**config.mk**
```make
export PLATFORM = sky130hd
export DESIGN_NAME = gain_ranging_ctrl
export DESIGN_NICKNAME = d
export VERILOG_FILES = /design/src/rtl/gain_ctrl_pkg.sv /design/src/rtl/window_peak_detector.sv /design/src/rtl/gain_ranging_ctrl.sv
export SDC_FILE = /design/constraint.sdc
export NUM_CORES = 1
export LEC_CHECK = 0
export CAP_MARGIN = 20
export CORE_MARGIN = 3
export CORE_UTILIZATION = 55
export DETAILED_ROUTE_END_ITERATION = 8
export PLACE_DENSITY = 0.79
export SKIP_LAST_GASP = 1
export SLEW_MARGIN = 15
export SYNTH_ARGS = -nofsm -noshare
export SYNTH_HDL_FRONTEND = slang
export SYNTH_SLANG_ARGS = --single-unit
```
**constraint.sdc**
```tcl
create_clock -name clock -period 4 [get_ports clock]
set_clock_uncertainty 0.05 [all_clocks]
set_input_delay 1.2 -clock clock [delete_from_list [all_inputs] [get_ports clock]]
set_output_delay 1.2 -clock clock [all_outputs]
set_load 0.01 [all_outputs]
```
**src/rtl/gain_ctrl_pkg.sv**
```systemverilog
// Shared types and helpers for the ECG gain-ranging controller.
package gain_ctrl_pkg;

  typedef enum logic [2:0] {
    ST_IDLE    = 3'd0,
    ST_MEASURE = 3'd1,
    ST_DECIDE  = 3'd2,
    ST_STEP    = 3'd3,
    ST_SETTLE  = 3'd4
  } state_t;

  localparam int ADC_W_DEF = 12;

  // Mid-scale code of an offset-binary converter of width w.
  function automatic int mid_code(input int w);
    return 1 << (w - 1);
  endfunction

  localparam int MID = mid_code(ADC_W_DEF);

  // A code is clipped when it sits on either rail.
  function automatic logic is_clip_code(input logic [31:0] code, input int w);
    return (code == 32'd0) || (code == ((32'd1 << w) - 32'd1));
  endfunction

endpackage

```
**src/rtl/window_peak_detector.sv**
```systemverilog
// Per-window peak deviation from mid-scale, saturating clip count and sample count.
module window_peak_detector
  import gain_ctrl_pkg::*;
#(
  parameter int ADC_W    = 12,
  parameter int WIN_LEN  = 256,
  parameter int CLIP_THR = 4,
  parameter int CLIP_W   = $clog2(CLIP_THR + 1)
) (
  input  logic              clock,
  input  logic              reset,
  input  logic              i_clear,
  input  logic              i_valid,
  input  logic [ADC_W-1:0]  i_sample,
  output logic [ADC_W-1:0]  o_peak,
  output logic [CLIP_W-1:0] o_clip_cnt,
  output logic              o_window_full
);

  localparam int CNT_W = $clog2(WIN_LEN);
  localparam logic [ADC_W-1:0]  MID_CODE = ADC_W'(mid_code(ADC_W));
  localparam logic [CLIP_W-1:0] CLIP_MAX = CLIP_W'(CLIP_THR);
  localparam logic [CNT_W-1:0]  CNT_LAST = CNT_W'(WIN_LEN - 1);

  logic [ADC_W-1:0]  r_peak;
  logic [CLIP_W-1:0] r_clip_cnt;
  logic [CNT_W-1:0]  r_cnt;
  logic [ADC_W-1:0]  w_dev;
  logic              w_clip;

  assign w_dev  = (i_sample >= MID_CODE) ? (i_sample - MID_CODE) : (MID_CODE - i_sample);
  assign w_clip = is_clip_code(32'(i_sample), ADC_W);

  always_ff @(posedge clock) begin
    if (reset || i_clear) begin
      r_peak     <= '0;
      r_clip_cnt <= '0;
      r_cnt      <= '0;
    end else if (i_valid) begin
      if (w_dev > r_peak) r_peak <= w_dev;
      if (w_clip && (r_clip_cnt != CLIP_MAX)) r_clip_cnt <= r_clip_cnt + 1'b1;
      r_cnt <= r_cnt + 1'b1;
    end
  end

  // High on the cycle the last sample of the window is being accepted.
  assign o_window_full = i_valid && !i_clear && (r_cnt == CNT_LAST);
  assign o_peak        = r_peak;
  assign o_clip_cnt    = r_clip_cnt;

endmodule

```
**src/rtl/gain_ranging_ctrl.sv**
```systemverilog
// Auto-ranging FSM: measures windows, steps the relay gain index, blanks while relays settle.
module gain_ranging_ctrl
  import gain_ctrl_pkg::*;
#(
  parameter int ADC_W      = ADC_W_DEF,
  parameter int WIN_LEN    = 256,
  parameter int HI_THR     = 1900,
  parameter int LO_THR     = 500,
  parameter int CLIP_THR   = 4,
  parameter int SETTLE_CYC = 50000,
  parameter int IDX_MIN    = 1,
  parameter int IDX_MAX    = 12
) (
  input  logic             clock,
  input  logic             reset,
  input  logic             auto_en,
  input  logic             sample_valid,
  input  logic [ADC_W-1:0] sample,
  input  logic [3:0]       gain_idx,
  output logic             step_en,
  output logic             to_high,
  output logic             to_low,
  output logic             settling,
  output logic [ADC_W-1:0] last_peak,
  output logic             window_done,
  output state_t           dbg_state
);

  localparam int CLIP_W = $clog2(CLIP_THR + 1);
  localparam int SET_W  = $clog2(SETTLE_CYC);
  localparam logic [ADC_W-1:0]  HI_T     = ADC_W'(HI_THR);
  localparam logic [ADC_W-1:0]  LO_T     = ADC_W'(LO_THR);
  localparam logic [CLIP_W-1:0] CLIP_T   = CLIP_W'(CLIP_THR);
  localparam logic [SET_W-1:0]  SET_LAST = SET_W'(SETTLE_CYC - 1);
  localparam logic [3:0]        IDX_LO   = 4'(IDX_MIN);
  localparam logic [3:0]        IDX_HI   = 4'(IDX_MAX);

  state_t            r_state;
  logic [SET_W-1:0]  r_settle_cnt;
  logic              r_step_en, r_to_high, r_to_low, r_settling, r_window_done;
  logic [ADC_W-1:0]  r_last_peak;
  logic [ADC_W-1:0]  w_peak;
  logic [CLIP_W-1:0] w_clip_cnt;
  logic              w_window_full, w_clear, w_valid;

  // Accumulators only run while measuring; leaving MEASURE for any reason empties them.
  assign w_clear = (r_state != ST_MEASURE) || !auto_en;
  assign w_valid = sample_valid && (r_state == ST_MEASURE);

  window_peak_detector #(
    .ADC_W   (ADC_W),
    .WIN_LEN (WIN_LEN),
    .CLIP_THR(CLIP_THR),
    .CLIP_W  (CLIP_W)
  ) u_wpd (
    .clock        (clock),
    .reset        (reset),
    .i_clear      (w_clear),
    .i_valid      (w_valid),
    .i_sample     (sample),
    .o_peak       (w_peak),
    .o_clip_cnt   (w_clip_cnt),
    .o_window_full(w_window_full)
  );

  always_ff @(posedge clock) begin
    if (reset) begin
      r_state       <= ST_IDLE;
      r_settle_cnt  <= '0;
      r_step_en     <= 1'b0;
      r_to_high     <= 1'b0;
      r_to_low      <= 1'b0;
      r_settling    <= 1'b0;
      r_window_done <= 1'b0;
      r_last_peak   <= '0;
    end else begin
      r_step_en     <= 1'b0;
      r_to_high     <= 1'b0;
      r_to_low      <= 1'b0;
      r_window_done <= 1'b0;
      if (!auto_en) begin
        r_state      <= ST_IDLE;
        r_settling   <= 1'b0;
        r_settle_cnt <= '0;
      end else begin
        case (r_state)
          ST_IDLE:    r_state <= ST_MEASURE;
          ST_MEASURE: if (w_window_full) r_state <= ST_DECIDE;
          ST_DECIDE: begin
            r_last_peak   <= w_peak;
            r_window_done <= 1'b1;
            // Step pulse is launched here so it is visible during the STEP cycle.
            if ((w_clip_cnt >= CLIP_T) || (w_peak >= HI_T)) begin
              if (gain_idx > IDX_LO) begin
                r_state   <= ST_STEP;
                r_step_en <= 1'b1;
                r_to_high <= 1'b1;
              end else begin
                r_state <= ST_MEASURE;
              end
            end else if (w_peak < LO_T) begin
              if (gain_idx < IDX_HI) begin
                r_state   <= ST_STEP;
                r_step_en <= 1'b1;
                r_to_low  <= 1'b1;
              end else begin
                r_state <= ST_MEASURE;
              end
            end else begin
              r_state <= ST_MEASURE;
            end
          end
          ST_STEP: begin
            r_state      <= ST_SETTLE;
            r_settling   <= 1'b1;
            r_settle_cnt <= '0;
          end
          ST_SETTLE: begin
            if (r_settle_cnt == SET_LAST) begin
              r_state      <= ST_MEASURE;
              r_settling   <= 1'b0;
              r_settle_cnt <= '0;
            end else begin
              r_settle_cnt <= r_settle_cnt + 1'b1;
            end
          end
          default: r_state <= ST_IDLE;
        endcase
      end
    end
  end

  assign step_en     = r_step_en;
  assign to_high     = r_to_high;
  assign to_low      = r_to_low;
  assign settling    = r_settling;
  assign last_peak   = r_last_peak;
  assign window_done = r_window_done;
  assign dbg_state   = r_state;

endmodule

```
==> results.cfg, run 1 <==
[timing]
setup_viol_count_final = 0
period_needed_ns = 3.779
max_freq_mhz = 264.6
hold_viol_final = 0
final.period_utilization_pct = 94.49
tns_ns = 0
drv_slew = 0
slew_headroom_pct = 44.20
tightest_slew_ns = 0.8370

[synthesis]
async_flop_share_pct = 0
yosys_most_used_dff = dfxtp_1
ys_ff_latch = 59
yosysSeqAreaShare_pct = 36.98
synthesis.nets = 436
avgSynthCellArea_um2 = 8.026
ys_warn_count = 0
ys_types = 55
synth_edf_count = 0
synthCells = 398
netlist_area_um2 = 3194

[power]
p_sw_share_pct = 24.86
pwr-share-clk_pct = 40.9
finalPower_w = 0.001252
ir_drop_uv = 235.9
power.internal_w = 0.0009408
p_switching_w = 0.0003113
cellLeakagePower_nw = 1.369
power_density_nw_per_um2 = 313.6
power_frac_seq_pct = 47.2
combPwrFrac_pct = 11.9

[cells_and_area]
diodes = 0
final_common_cell = dfxtp_1
fillCellCount = 462
nNetsFinal = 493
drive_gt1_share_pct = 11.76
area_delta_synth_final_pct = 24.99
final_cell_mix = dfxtp_1 (59), a21oi_1 (47), nand2_1 (43)

[setup_path]
critical_path_required_ns = 4.13
cp_data_arrival_time_ns = 3.91
path_max_fanout = 7
path_class = input port to register
reg2reg_from = r_settle_cnt[0]
endpoint_kind = register
cp-start-kind = input port
crit_start = sample[1]

[clock_network]
cts_made_buffers = 9
clk_latency_ns = 0.34
cts_max_level = 3
clk_pin_slew_worst_paths_ns = 0.06
hold_buffers = 0
cts_sinks = 59
cts_tree = built
root_buffer = clkbuf_8
cts_max_path_buffers = 2

[drt]
ant_nets = 0
drcViolationCount = 0
viasPerCell = 5.847
first_pass_iters = 5
routed_wl_mm = 7.909
vias = 3105
drt_iter0_drc = 150
wire_per_inst_um = 14.89

[job]
cap_violations = 0

[floorplan]
start_util_pct = 57.31
core.rowCount = 27
dieArea_um2 = 6758
design.core.area_um2 = 5574
io_pins = 40
die_w_um = 82.21
die_y_um = 82.21

[status]
status = finished, final reports clean

[placed_design]
hpwl_mm = 5.595
place.gp.congestion = 0.9140
io_buffers = 38

[grt]
grt_pass1_wl_mm = 12.97
grt_pass1_vias = 2938
track_usage_pct = 24.62
grt_max_degree = 24
grt.overflow.total = 0
grt_antenna_before_repair = 0

[min_path]
hp-class = register to register
min_from = last_peak[8]
[stage by stage]
| step | utilization, % | instance area (um^2) | hold WS (ns) | cells | setup slack, ns |
|---|---|---|---|---|---|
| floorplan | - | 3194 | 0.3885 | 398 | 0.3797 |
| global placement | 67.56 | 3766 | 0.3914 | 513 | -0.1209 |
| detailed placement | 67.56 | 3766 | 0.3959 | 513 | -0.2387 |
| CTS | 70.84 | 3949 | 0.4047 | 528 | 0.07643 |
| global route | 71.63 | 3993 | 0.4324 | 531 | -0.008582 |
| finish | 71.63 | 3993 | 0.4034 | 531 | 0.2206 |
[repair_timing]
action / CTS / global route
endpoints found under the setup margin: 0 / 12
resized for setup: 0 / 6
setup buffers: 0 / 2
[layer usage]
metal	routed length [um]	track usage [%]	vias up
li1	-	-	1548
met1	3559	30.81	1464
met3	437	6.074	13
met5	0	0	-
met4	118	8.970	0
met2	3793	40.87	80
[cells in the mapped netlist (2+ instances only)]
master	n	area, um^2
dfxtp_1	59	1181
a21oi_1	47	235.2
nand2_1	43	161.4
nor3_1	36	180.2
nor2_1	28	105.1
inv_1	21	78.83
ha_1	18	225.2
clkbuf_1	17	63.81
xor2_1	16	140.1
nand3_1	15	75.07
o21ai_0	13	65.06
nand4_1	11	68.82
a31oi_1	7	43.79
or3_1	6	37.54
nand3b_1	5	37.54
a311oi_1	3	26.28
and4_1	3	26.28
nand2b_1	3	18.77
nor3b_1	3	22.52
nor4_1	3	18.77
xnor2_1	3	26.28
a211oi_1	2	15.01
and2_1	2	12.51
mux2_2	2	22.52
mux2i_1	2	20.02
[power by group through the flow]
stage	Combinational (W)	Sequential, W	Clock (W)
6_report	0.000149	0.000591	0.000513
5_1_grt	0.000165	0.000591	0.000540
4_1_cts	0.000138	0.000591	0.000517
2_1_floorplan	0.0000738	0.000603	0
3_3_place_gp	0.000133	0.000604	0
3_5_place_dp	0.000137	0.000604	0
[sequential cells by signal, summed over array words and instances (netlist names), 3 cells and up]
| register | cells |
|---|---|
| u_wpd.r_cnt | 8 |
| u_wpd.o_peak | 12 |
| dbg_state | 3 |
| u_wpd.o_clip_cnt | 3 |
| last_peak | 12 |
| r_settle_cnt | 16 |
[area by class of cell]
cell class / count / area (um^2) / area share, %
Clock buffer: 10 / 127.6 / 3.196
Clock inverter: 5 / 55.05 / 1.379
Inverter: 21 / 78.83 / 1.974
Multi-Input combinational cell: 300 / 1882 / 47.13
Sequential cell: 59 / 1181 / 29.58
Tap cell: 72 / 90.09 / 2.256
Timing Repair Buffer: 64 / 578.1 / 14.48
[worst max-delay path, stage by stage]
cell	delay [ns]
clkdlybuf4s50_1	0.42
inv_1	0.08
ha_1	0.16
nor2b_2	0.22
a31oi_1	0.12
xor2_1	0.20
ha_1	0.34
nand4_1	0.20
a311oi_2	0.41
a2111oi_2	0.11
buf_4	0.18
nor3_1	0.18
nor3_1	0.08
[cells by family after synthesis]
| group | Yosys count | synth area share [%] |
|---|---|---|
| buffers and inverters | 40 | 4.974 |
| muxes | 4 | 1.332 |
| xor gates and xnor gates | 19 | 5.210 |
| DFF | 59 | 36.98 |
| and+or+nand+nor | 172 | 28.59 |
| AOI/OAI and AO/OA | 86 | 15.86 |
| adders and majority gates | 18 | 7.051 |
[path summary, 6_finish.rpt]
path	to	depth (start not counted)	slack [ns]
worst min-delay path	last_peak[8]	2	0.40
worst min register to register	last_peak[8]	2	0.40
worst max-delay path	u_wpd.o_peak[3]	13	0.22
worst max register to register	r_settle_cnt[3]	6	1.62
Power figures use the tool's default switching activity.
==> run 2: changes to the inputs <==
--- a/config.mk
+++ b/config.mk
@@ -5,7 +5,6 @@
 export SDC_FILE = /design/constraint.sdc
 export NUM_CORES = 1
 export LEC_CHECK = 0
-export CAP_MARGIN = 20
 export CORE_MARGIN = 3
 export CORE_UTILIZATION = 55
 export DETAILED_ROUTE_END_ITERATION = 8
==> constraint.sdc (replaced) <==
create_clock -name clock -period 4.4 [get_ports clock]
set_clock_uncertainty 0.05 [all_clocks]
set_input_delay 1.32 -clock clock [delete_from_list [all_inputs] [get_ports clock]]
set_output_delay 1.32 -clock clock [all_outputs]
set_load 0.01 [all_outputs]
==> run 2 against run 1 <==
Effect of this change:
- core utilization decreased by 1.9 points
- worst hold slack about the same
- clock-buffer cell count decreased by 1
- critical path depth decreased by 1
- clock power increased by 9.2%
- sequential power decreased by 9.1%
- first-iteration DRC count increased by 5.3%
- global-route usage decreased by 0.14 points
- via count decreased by 2.7%
- combinational power decreased by 22%
==> results.cfg, run 2 (synthesized netlist as in run 1, its figures left out) <==
[placed_design]
io_buffers = 38
place_area_um2 = 3661
hpwl_mm = 5.593
place.gp.congestion = 0.8959

[setup_path]
path_class = input port to register
cp-start-kind = input port
r2r_slack_ns = 2.03
reg2reg_from = dbg_state[2]
cp_data_arrival_time_ns = 4.29
timing.rr.end = r_settle_cnt[15]
critical_path_required_ns = 4.61
endpoint_kind = register
r2r_cells = 4
path_max_fanout = 12

[timing]
setup_viol_count_final = 0
drv_slew = 0
max_freq_mhz = 245.3
period_needed_ns = 4.077
rsz0062_at_grt = no
slew_headroom_pct = 45.93
hold_viol_final = 0
tns_ns = 0
tightest_slew_ns = 0.8111
whs_ns = 0.4030
final.period_utilization_pct = 92.65

[cells_and_area]
drive_gt1_share_pct = 8.126
area_delta_synth_final_pct = 21.62
nNetsFinal = 476
largest_reg_flops = 16
fin_area_um2 = 3885
final_cell_mix = dfxtp_1 (59), a21oi_1 (47), nand2_1 (43)
top_register = r_settle_cnt
final_common_cell = dfxtp_1
postLayoutCoreUtil_pct = 69.70
diodes = 0

[drt]
drcViolationCount = 0
ant_nets = 0
wire_per_inst_um = 14.85
vias = 3022
first_pass_iters = 4
drt_iter0_drc = 158
viasPerCell = 5.868
routed_wl_mm = 7.648

[grt]
grt_max_degree = 24
grtUsageMet1_pct = 30.25
grt_antenna_before_repair = 0
grt_pass1_vias = 2887
track_usage_pct = 24.48
grtUsageMet2_pct = 42.15
grt.overflow.total = 0
gr-usage-met3_pct = 5.315
grt_pass1_wl_mm = 12.91
top_usage_layer = met2

[floorplan]
io_pins = 40
core.rowCount = 27
die_w_um = 82.21
die_y_um = 82.21
dieArea_um2 = 6758
start_util_pct = 57.31
design.core.area_um2 = 5574

[clock_network]
clk_latency_ns = 0.34
cts_max_level = 3
cts_sinks = 59
post_cts_resized = 0
cts_max_path_buffers = 2
hold_buffers = 0
clk_pin_slew_worst_paths_ns = 0.08
cts_tree = built
cts_made_buffers = 9
cts_setup_buffers = 0
root_buffer = clkbuf_8

[min_path]
hold_end = last_peak[10]
hp-class = register to register
hold_depth = 2
min_from = last_peak[10]

[power]
power_density_nw_per_um2 = 312.2
finalPower_w = 0.001213
ir_drop_uv = 169.5
cellLeakagePower_nw = 1.301

[status]
status = finished, final reports clean

[job]
cap_violations = 0
==> run 2: through the flow <==
step | cells | setup slack (ns)
detailed placement | 499 | 0.02123
global route | 515 | 0.01357
CTS | 515 | 0.3547
global placement | 499 | 0.08988
floorplan | 398 | 0.6597
finish | 515 | 0.3234
==> run 2: worst max-delay path, stage by stage <==
cell and delay, ns:
clkdlybuf4s50_1 0.43, inv_1 0.11, ha_1 0.20, nor2b_1 0.29, a31oi_1 0.14, xor2_1 0.18, ha_1 0.33, nand4_1 0.18
a311oi_1 0.36, a2111o_1 0.43, a21oi_1 0.12, nor3_1 0.18
==> run 2: routing by layer <==
layer  share of wire, %  vias to the layer above
li1                   -                     1513
met1                 45                     1398
met2                 48                      100
met3                5.9                       11
met4                1.2                        0
met5                  0                        -
==> run 2: cell type report <==
type | instances | area, um^2
Clock inverter | 7 | 100.1
Inverter | 21 | 78.83
Clock buffer | 9 | 123.9
Multi-Input combinational cell | 299 | 1856
Tap cell | 72 | 90.09
Sequential cell | 59 | 1181
Fill cell | 458 | 1689
Timing Repair Buffer | 48 | 455.4
==> run 2: how the worst max path moves through the flow <==
stage	from	end	slack [ns]	cells past startpoint
after floorplan	sample[4]	u_wpd.o_peak[10]	0.66	10
after detailed placement	sample[0]	u_wpd.o_peak[0]	0.02	12
final	sample[0]	u_wpd.o_peak[9]	0.32	12
after CTS	sample[0]	u_wpd.o_peak[0]	0.35	12
after global routing	sample[0]	u_wpd.o_peak[11]	0.01	12
after global placement	sample[0]	u_wpd.o_peak[0]	0.09	13
==> run 2: power by group <==
part / internal (W) / total (W) / leakage [nW] / switching (W)
Sequential: 0.000535 / 0.000537 / 0.475 / 0.00000192
Combinational: 0.0000517 / 0.000116 / 0.712 / 0.0000643
Clock: 0.000324 / 0.000560 / 0.114 / 0.000237
==> run 3: changes to the inputs <==
--- a/config.mk
+++ b/config.mk
@@ -5,7 +5,6 @@
 export SDC_FILE = /design/constraint.sdc
 export NUM_CORES = 1
 export LEC_CHECK = 0
-export CORE_MARGIN = 3
 export CORE_UTILIZATION = 55
 export DETAILED_ROUTE_END_ITERATION = 8
 export PLACE_DENSITY = 0.79
@@ -14,3 +13,4 @@
 export SYNTH_ARGS = -nofsm -noshare
 export SYNTH_HDL_FRONTEND = slang
 export SYNTH_SLANG_ARGS = --single-unit
+export TNS_END_PERCENT = 30
==> run 3 against run 2 <==
Effect of this change:
- fmax is essentially flat
- clock power is essentially flat
- register-to-register slack gained 0.05 ns
- clock-buffer cell count grew 3
- worst setup slack gained 0.0013 ns
- final cell count is the same
- worst hold slack gained 0.0027 ns
- flip-flop and latch count is the same
- critical path type unchanged
- largest cell class unchanged
==> results.cfg, run 3 (synthesized netlist as in run 1, its figures left out) <==
[power]
ir_drop_uv = 303.2
pwr-share-clk_pct = 46.3
p_switching_w = 0.0002803
cellLeakagePower_nw = 1.299
power.internal_w = 0.0009357
p_sw_share_pct = 23.05
power_frac_seq_pct = 44.2
combPwrFrac_pct = 9.5
power_density_nw_per_um2 = 312.7

[drt]
routed_wl_mm = 7.776
first_pass_iters = 5
wire_per_inst_um = 15.10
ant_nets = 0
drcViolationCount = 0
drt_iter0_drc = 180
vias = 3066
viasPerCell = 5.953

[setup_path]
path_class = input port to register
slowest_stage = a2111o_1
r2r_cells = 6
crit_chain = clkdlybuf4s50_1 > inv_1 > ha_1 > nor2b_1 > a31oi_1 > xor2_1 > ha_1 > nand4_1 > a311oi_1 > a2111o_1 > a21oi_1 > nor3_1
reg2reg_from = r_settle_cnt[0]
cp_data_arrival_time_ns = 4.28
r2r_slack_ns = 2.08
endpoint_kind = register
timing.rr.end = r_settle_cnt[3]
crit_top_cell = ha_1
cp-start-kind = input port
critPathMaxStageDelay_ns = 0.44
critical_path_required_ns = 4.60
path_max_fanout = 12

[timing]
whs_ns = 0.4057
tightest_slew_ns = 0.8378
max_freq_mhz = 245.4
period_needed_ns = 4.075
drv_slew = 0
final.period_utilization_pct = 92.62
tns_ns = 0
slew_headroom_pct = 44.14
hold_viol_final = 0
setup_viol_count_final = 0
rsz0062_at_grt = no

[floorplan]
io_pins = 40
start_util_pct = 57.66
dieArea_um2 = 6117
die_y_um = 78.21
design.core.area_um2 = 5540
core.rowCount = 27
die_w_um = 78.21

[cells_and_area]
drive_gt1_share_pct = 7.901
final_common_cell = dfxtp_1
top_register = r_settle_cnt
area_delta_synth_final_pct = 21.74
final_cell_mix = dfxtp_1 (59), a21oi_1 (47), nand2_1 (43)
postLayoutCoreUtil_pct = 70.19
largest_reg_flops = 16
fillCellCount = 460
nNetsFinal = 476
diodes = 0
fin_cells = 515

[status]
status = finished, final reports clean

[grt]
grt_antenna_before_repair = 0
grt_pass1_vias = 3033
gr-usage-met3_pct = 6.860
grtUsageMet2_pct = 49.82
grt.overflow.total = 0
top_usage_layer = met2
grt_pass1_wl_mm = 13.59
grt_max_degree = 24
track_usage_pct = 27.92
grtUsageMet1_pct = 32.61

[clock_network]
root_buffer = clkbuf_8
cts_max_level = 3
cts_max_path_buffers = 2
clk_pin_slew_worst_paths_ns = 0.07
hold_buffers = 0
cts_setup_buffers = 0
cts_sinks = 59
cts_made_buffers = 9
clk_latency_ns = 0.34
cts_tree = built
post_cts_resized = 0

[placed_design]
io_buffers = 38
hpwl_mm = 5.572
place.gp.congestion = 0.8446
placedCellCount = 499

[min_path]
hp-class = register to register
hold_depth = 2
hold_end = last_peak[2]
min_from = last_peak[2]

[job]
cap_violations = 0
## run 3: changes by cell type in the layout (fill, tap and decap cells not counted), sizes merged
cell / before / now
clkbuf: 9 / 12
inv: 23 / 21
clkinvlp: 0 / 1
clkinv: 3 / 1
## run 3: layer usage
metal / part of all wire (%) / wire length [um] / vias to the layer above
met5: 0 / 0 / -
met4: 1.1 / 87 / 0
met3: 5.2 / 406 / 11
met2: 50 / 3914 / 103
met1: 43 / 3368 / 1441
li1: - / - / 1511
## run 3: critical path: cells and delay by family
family | cells | cell delay (ns)
AO/OA/AOI/OAI | 4 | 1.08
AND/OR/NAND/NOR | 3 | 0.64
buffers and inverters | 2 | 0.53
adder cells (fa/ha/maj) | 2 | 0.52
XOR/XNOR | 1 | 0.18
## run 3: worst max path at each step
| stage | start | endpoint |
|---|---|---|
| after floorplan | sample[4] | u_wpd.o_peak[10] |
| after global placement | sample[0] | u_wpd.o_peak[0] |
| after detailed placement | sample[0] | u_wpd.o_peak[5] |
| after CTS | sample[0] | u_wpd.o_peak[7] |
| after global routing | sample[6] | u_wpd.o_peak[9] |
| final | sample[0] | u_wpd.o_peak[7] |
## run 3: cell type report
| type | count | area (um^2) | area share, % |
|---|---|---|---|
| Multi-Input combinational cell | 299 | 1856 | 47.72 |
| Inverter | 21 | 78.83 | 2.027 |
| Clock buffer | 12 | 155.1 | 3.990 |
| Timing Repair Buffer | 48 | 455.4 | 11.71 |
| Sequential cell | 59 | 1181 | 30.37 |
| Tap cell | 72 | 90.09 | 2.317 |
| Clock inverter | 4 | 72.57 | 1.866 |
## run 3: power by group through the flow
| stage | combinational (W) | sequential, W | clock (W) |
|---|---|---|---|
| 3_3_place_gp | 0.000111 | 0.000549 | 0 |
| 4_1_cts | 0.000115 | 0.000537 | 0.000566 |
| 2_1_floorplan | 0.0000671 | 0.000548 | 0 |
| 3_5_place_dp | 0.000114 | 0.000549 | 0 |
| 5_1_grt | 0.000129 | 0.000537 | 0.000594 |
| 6_report | 0.000116 | 0.000537 | 0.000563 |
## run 3: through the flow
step	power [W]	cell area, um^2	worst slack [ns]
floorplan	0.0006153	3194	0.6597
global placement	0.0006598	3661	0.06844
detailed placement	0.0006632	3661	0.03561
CTS	0.001218	3889	0.3491
global route	0.001261	3889	0.04893
finish	0.001216	3889	0.3247
